<file path="src/rtl/lc3_fetch_unit.sv">
// LC3 fetch stage: owns the PC, reads 1-cycle-latency instruction memory and buffers words for decode.
// A read is issued only when buffer room is guaranteed; redirects flush the buffer and drop any in-flight response.
module lc3_fetch_unit #(
    parameter logic [15:0] RESET_PC  = 16'h3000,
    parameter int          BUF_DEPTH = 2
) (
    input  logic        clock,
    input  logic        reset,
    output logic        imem_rd,
    output logic [15:0] imem_addr,
    input  logic [15:0] imem_dout,
    output logic        instr_valid,
    output logic [15:0] instr,
    output logic [15:0] instr_npc,
    input  logic        decode_ready,
    input  logic        br_taken,
    input  logic [15:0] br_taddr,
    output logic [2:0]  fetch_count
);
    typedef enum logic [1:0] {RESET_S, RUN, FLUSH} state_t;

    localparam logic [3:0] DEPTH4 = 4'(BUF_DEPTH);
    localparam logic [1:0] LAST   = 2'(BUF_DEPTH - 1);

    state_t      r_state;
    state_t      w_state_nxt;
    logic [15:0] r_pc;
    logic [15:0] r_npc_q;
    logic        r_inflight;
    logic        r_kill;
    logic [1:0]  r_head;
    logic [1:0]  r_tail;
    logic [2:0]  r_count;
    logic [15:0] r_buf_instr [4];
    logic [15:0] r_buf_npc   [4];
    logic        w_xfer;
    logic        w_wr;
    logic        w_issue;
    logic [3:0]  w_pending;

    function automatic logic [1:0] ptr_inc(input logic [1:0] p);
        return (p == LAST) ? 2'd0 : p + 2'd1;
    endfunction

    assign instr_valid = (r_count != 3'd0);
    assign instr       = instr_valid ? r_buf_instr[r_head] : 16'h0000;
    assign instr_npc   = instr_valid ? r_buf_npc[r_head]   : 16'h0000;
    assign fetch_count = r_count;
    assign imem_rd     = w_issue;
    assign imem_addr   = r_pc;
    assign w_xfer      = instr_valid && decode_ready;
    // Entries that will occupy the buffer once the current response lands and the head pops.
    assign w_pending   = {1'b0, r_count} + {3'b000, r_inflight} - {3'b000, w_xfer};

    always_comb begin
        w_state_nxt = r_state;
        w_issue     = 1'b0;
        w_wr        = 1'b0;
        case (r_state)
            RESET_S: w_state_nxt = RUN;
            RUN:     w_state_nxt = RUN;
            FLUSH:   w_state_nxt = RUN;
            default: w_state_nxt = RUN;
        endcase
        if (br_taken) begin
            w_state_nxt = FLUSH;
        end
        w_issue = !reset && !br_taken && (w_pending < DEPTH4);
        // A response arriving during a redirect, or flagged by kill, belongs to the old stream.
        w_wr    = r_inflight && !br_taken && !((r_state == FLUSH) && r_kill);
    end

    always_ff @(posedge clock or posedge reset) begin
        if (reset) begin
            r_state    <= RESET_S;
            r_pc       <= RESET_PC;
            r_npc_q    <= 16'h0000;
            r_inflight <= 1'b0;
            r_kill     <= 1'b0;
            r_head     <= 2'd0;
            r_tail     <= 2'd0;
            r_count    <= 3'd0;
        end else begin
            r_state    <= w_state_nxt;
            r_inflight <= w_issue;
            if (w_issue) begin
                r_pc    <= r_pc + 16'd1;
                r_npc_q <= r_pc + 16'd1;
            end
            if (br_taken) begin
                r_pc    <= br_taddr;
                r_kill  <= r_inflight;
                r_head  <= 2'd0;
                r_tail  <= 2'd0;
                r_count <= 3'd0;
            end else begin
                r_kill <= 1'b0;
                if (w_xfer) r_head <= ptr_inc(r_head);
                if (w_wr)   r_tail <= ptr_inc(r_tail);
                r_count <= r_count + {2'b00, w_wr} - {2'b00, w_xfer};
            end
        end
    end

    always_ff @(posedge clock) begin
        if (w_wr) begin
            r_buf_instr[r_tail] <= imem_dout;
            r_buf_npc[r_tail]   <= r_npc_q;
        end
    end
endmodule

</file>
<file path="config.mk">
export PLATFORM = sky130hd
export DESIGN_NAME = lc3_fetch_unit
export DESIGN_NICKNAME = d
export VERILOG_FILES = /design/src/rtl/lc3_fetch_unit.sv
export SDC_FILE = /design/constraint.sdc
export NUM_CORES = 1
export LEC_CHECK = 0
export ABC_AREA = 1
export CAP_MARGIN = 20
export CORE_UTILIZATION = 60
export CTS_CLUSTER_DIAMETER = 200
export CTS_CLUSTER_SIZE = 30
export DETAILED_ROUTE_END_ITERATION = 7
export GPL_TIMING_DRIVEN = 0
export PLACE_DENSITY = 0.86
export SLEW_MARGIN = 10
export SYNTH_ARGS = -nofsm -noshare
export SYNTH_HDL_FRONTEND = slang
export SYNTH_SLANG_ARGS = --single-unit
</file>
<file path="constraint.sdc">
create_clock -name clock -period 7.64 [get_ports clock]
set_input_delay 0.764 -clock clock [delete_from_list [all_inputs] [get_ports clock]]
set_output_delay 0.764 -clock clock [all_outputs]
set_load 0.005 [all_outputs]
</file>
==> summary by stage <==
Outcome
The run finished, with violations left. The checks that failed: design-rule violations.

Timing
The max-slew headroom at the worst pin is 0.385. The setup total negative slack is 0 ps. The count of endpoints failing hold in the final timing report came to 0. Setup repair after global routing left no endpoint under its margin. The max-slew violation count is 0.

The total of endpoints with negative setup slack in the final report is 0. For the pin with the worst max-slew slack, the measured transition is 917 ps. Static timing analysis puts the maximum clock frequency at 245 MHz. The final critical path time including I/O delays and setup is 4090 ps.

The final clock skew is 9.47 ps. The post-route clock period utilization is 0.535.

Cells and area
Summing all multi-input logic gate instances after layout gives 2080 um2. The final-stage net count is 837. Relative to the synthesized area, the layout overhead comes to 25.6%. Registers take 4920 um2. Of the cells placed in the final design, the portion with a size suffix greater than 1 is 0.0780.

The antenna diode instance count is 0. The filler cell count in the final layout is 653.

Global route
The via count of the first global-routing pass is 5,837. The global-route wire length before repair is 29,000 um. The aggregate global routing overflow is 0. The largest net degree at the start of global routing is 41. Across every metal layer, demand over resource in global routing totals 0.311. The number of antenna violations at the first check in global routing is 0.

Routing
The via total after detailed routing is 5,668. After the first detailed-routing iteration, the DRC count stood at 809. In the routed design, unresolved DRC markers number 8. Dividing the detail-routed wire length by the instance count gives 19.5 um. The post-route antenna net violation count is 0.

The ratio of routed vias to standard cells is 5.96. The number of iterations in the first detailed-routing pass is 8. The routed design has 18,500 um of wire.

Pwr
For this design the ratio of total power to cell area is 347 nW/um2. The analysis attributes to cell leakage a power of 3.49 nW. The switching share of power is 0.322.

The worst-case IR drop observed on VDD is 0.175 mV. The overall power consumption is 3.15 mW. The portion of total power attributed to the clock network is 0.293. The share of total power dissipated in sequential elements is 0.401. Cell internal power was estimated by the tool at 2.14 mW. In this run the power spent charging and discharging nets is 1.02 mW. The proportion of power drawn by combinational gates is 0.306.

Clock tree
TritonCTS built the clock tree. The number of sinks handled by clock tree synthesis is 171. Clock-pin slew was measured on the worst setup and hold paths at 70 ps. The number of H-tree levels is 4. In this run, CTS created clock tree buffers numbering 17. In this run, post-CTS repair resized a total of 0 instances.

In this run the post-CTS setup repair buffer count came out at 0. The worst-case clock buffer depth is 2. The root buffer selected by CTS is sky130_fd_sc_hd__clkbuf_16.

Clock latency on the worst-skew pair, taken at its later pin, is 430 ps. The count of hold buffers inserted by post-cts repair is 0.

Yosys
The number of synthesized register bits is 171. The cell area that synthesis handed to floorplanning was 7240 um2. Of the post-synthesis cell area, the dominant cell type holds 0.531. In the synthesized netlist, the cells that appear most often are sky130_fd_sc_hd__nor2_1, sky130_fd_sc_hd__edfxtp_1, sky130_fd_sc_hd__nand2_1, sky130_fd_sc_hd__o21ai_0, sky130_fd_sc_hd__dfrtp_1.

The cell count after synthesis is 678. The most repeated cell in the gate-level netlist after synthesis is sky130_fd_sc_hd__nor2_1. The top flip-flop cell by instance count after synthesis is sky130_fd_sc_hd__edfxtp_1. The post-synthesis net count is 720.

The largest total area in the synthesized netlist belongs to sky130_fd_sc_hd__edfxtp_1. Yosys attributes the largest share of cell area to sky130_fd_sc_hd__edfxtp_1, sky130_fd_sc_hd__dfrtp_1, sky130_fd_sc_hd__nor2_1. The number of synthesized flops with an enable pin is 128.

Of the synthesized area, sequential elements account for 0.680. The Yosys step of the flow raised 0 warnings. The async set or reset register ratio after synthesis is 0.251.

The mean cell area of the mapped netlist is 10.7 um2. Synthesis instantiated 28 different standard cells from the library.

Place
The placer congestion estimate is 0.888. Detailed placement finished with a half-perimeter wire length of 11,300 um. The count of buffers added on input and output ports is 88.

Floorplanning
In this run the vertical extent of the chip is 112 um. The floorplan step defined a die boundary enclosing 12,500 um2. The count of standard-cell rows is 39. In this run the horizontal extent of the chip is 112 um. During I/O placement, the number of pins put on the boundary was 89. For this configuration, the core starts out at a cell density of 0.626. The total area inside the core boundary comes to 11,600 um2.

Setup path
The worst setup path is of the input port to output pin kind. STA classifies the critical path endpoint as an output pin. The data required time at the worst endpoint is 6880 ps. Data on the critical path arrives at its endpoint at 3320 ps. The startpoint type of the worst setup path is an input port. The biggest fanout along the worst timing path is 10.

Run
The max-cap check violation count is 0.

Worst hold path
The type of the worst min-delay path is flop to flop.
## through the flow
step           setup slack [ps]  utilization  hold WS (ps)  instances  cell area, um2
2_1_floorplan              3900            -           476        678            7240
5_1_grt                    3450        0.786           514        951            9090
3_5_place_dp               3610        0.731           498        919            8460
6_report                   3550        0.786           507        951            9090
4_1_cts                    3560        0.786           508        951            9090
3_3_place_gp               1760        0.717           488        909            8300
## cells by family (layout without fill, tap and decap cells)
family,Yosys count,after routing,synth area share
and+or+nand+nor,305,305,0.171
DFF,171,171,0.680
AOI/OAI and AO/OA,117,117,0.0809
buffers and inverters,62,192,0.0353
xor gates and xnor gates,17,17,0.0206
adders and majority gates,6,6,0.0124
## registers in the layout (all words and copies together), names as in the netlist, 2 cells and up
signal	cells
r_buf_instr	64
imem_addr	16
r_npc_q	16
r_tail	2
r_buf_npc	64
r_head	2
fetch_count	3
r_state	2
## metal layers
layer / share of wire / up-vias / track usage
li1: - / 2522 / -
met1: 0.38 / 2664 / 0.379
met2: 0.50 / 407 / 0.518
met3: 0.088 / 75 / 0.0659
met4: 0.032 / 0 / 0.175
met5: 0 / - / 0
## cell type report
cell class                      instances  area share
Inverter                               27      0.0111
Clock buffer                           19      0.0487
Sequential cell                       171       0.542
Tap cell                              143      0.0197
Buffer                                 35      0.0169
Timing Repair Buffer                   98       0.112
Clock inverter                         13      0.0209
Multi-Input combinational cell        445       0.229
## power groups by stage
stage | clock [mW] | combinational, mW | sequential [mW]
finish | 0.925 | 0.965 | 1.26
global route | 0.964 | 1.05 | 1.27
CTS | 0.925 | 0.959 | 1.26
global placement | 0 | 0.888 | 1.26
floorplan | 0 | 0.472 | 1.24
detailed placement | 0 | 0.932 | 1.27
## cell usage in the layout, fill, tap and decap left out, types with 3 or more instances in the layout
cell type and count:
sky130_fd_sc_hd__inv_6 3, sky130_fd_sc_hd__o21ai_1 8, sky130_fd_sc_hd__nand3_1 28, sky130_fd_sc_hd__buf_1 9
sky130_fd_sc_hd__clkbuf_1 20, sky130_fd_sc_hd__nand2_1 116, sky130_fd_sc_hd__o21ai_0 74, sky130_fd_sc_hd__edfxtp_1 128
sky130_fd_sc_hd__clkbuf_16 17, sky130_fd_sc_hd__xnor2_1 9, sky130_fd_sc_hd__inv_2 3, sky130_fd_sc_hd__bufinv_16 4
sky130_fd_sc_hd__xor2_1 8, sky130_fd_sc_hd__ha_1 4, sky130_fd_sc_hd__nor2_1 145, sky130_fd_sc_hd__nor3_2 3
sky130_fd_sc_hd__a21oi_1 35, sky130_fd_sc_hd__inv_1 24, sky130_fd_sc_hd__buf_6 5, sky130_fd_sc_hd__clkinvlp_4 4
sky130_fd_sc_hd__buf_4 6, sky130_fd_sc_hd__buf_2 3, sky130_fd_sc_hd__dfrtp_1 41, sky130_fd_sc_hd__nor3_1 3
sky130_fd_sc_hd__clkdlybuf4s50_1 88
## path summary, 6_finish.rpt
path	end	depth (start not counted)	startpoint	slack, ps
worst max-delay path	imem_rd	11	decode_ready	3550
worst max register to register	imem_addr[14]$_DFFE_PP0P_	13	fetch_count[1]$_DFF_PP0_	5210
worst min register to register	imem_addr[12]$_DFFE_PP1P_	2	imem_addr[12]$_DFFE_PP1P_	510
max in group asynchronous	imem_addr[13]$_DFFE_PP1P_	3	reset	6590
min in group asynchronous	r_head[1]$_DFFE_PP0P_	2	reset	540
worst min-delay path	imem_addr[12]$_DFFE_PP1P_	2	imem_addr[12]$_DFFE_PP1P_	510
## worst max-delay path, stage by stage
cell                              delay [ps]
sky130_fd_sc_hd__clkdlybuf4s50_1         600
sky130_fd_sc_hd__nand2_4                 120
sky130_fd_sc_hd__nand2_2                  80
sky130_fd_sc_hd__nand3_1                  80
sky130_fd_sc_hd__fa_1                    380
sky130_fd_sc_hd__xnor2_1                 130
sky130_fd_sc_hd__nor2_1                   80
sky130_fd_sc_hd__and3_1                  220
sky130_fd_sc_hd__nand3_4                 140
sky130_fd_sc_hd__inv_2                   190
sky130_fd_sc_hd__clkdlybuf4s50_1         530
Note: power is estimated with default switching activity, not from simulation.
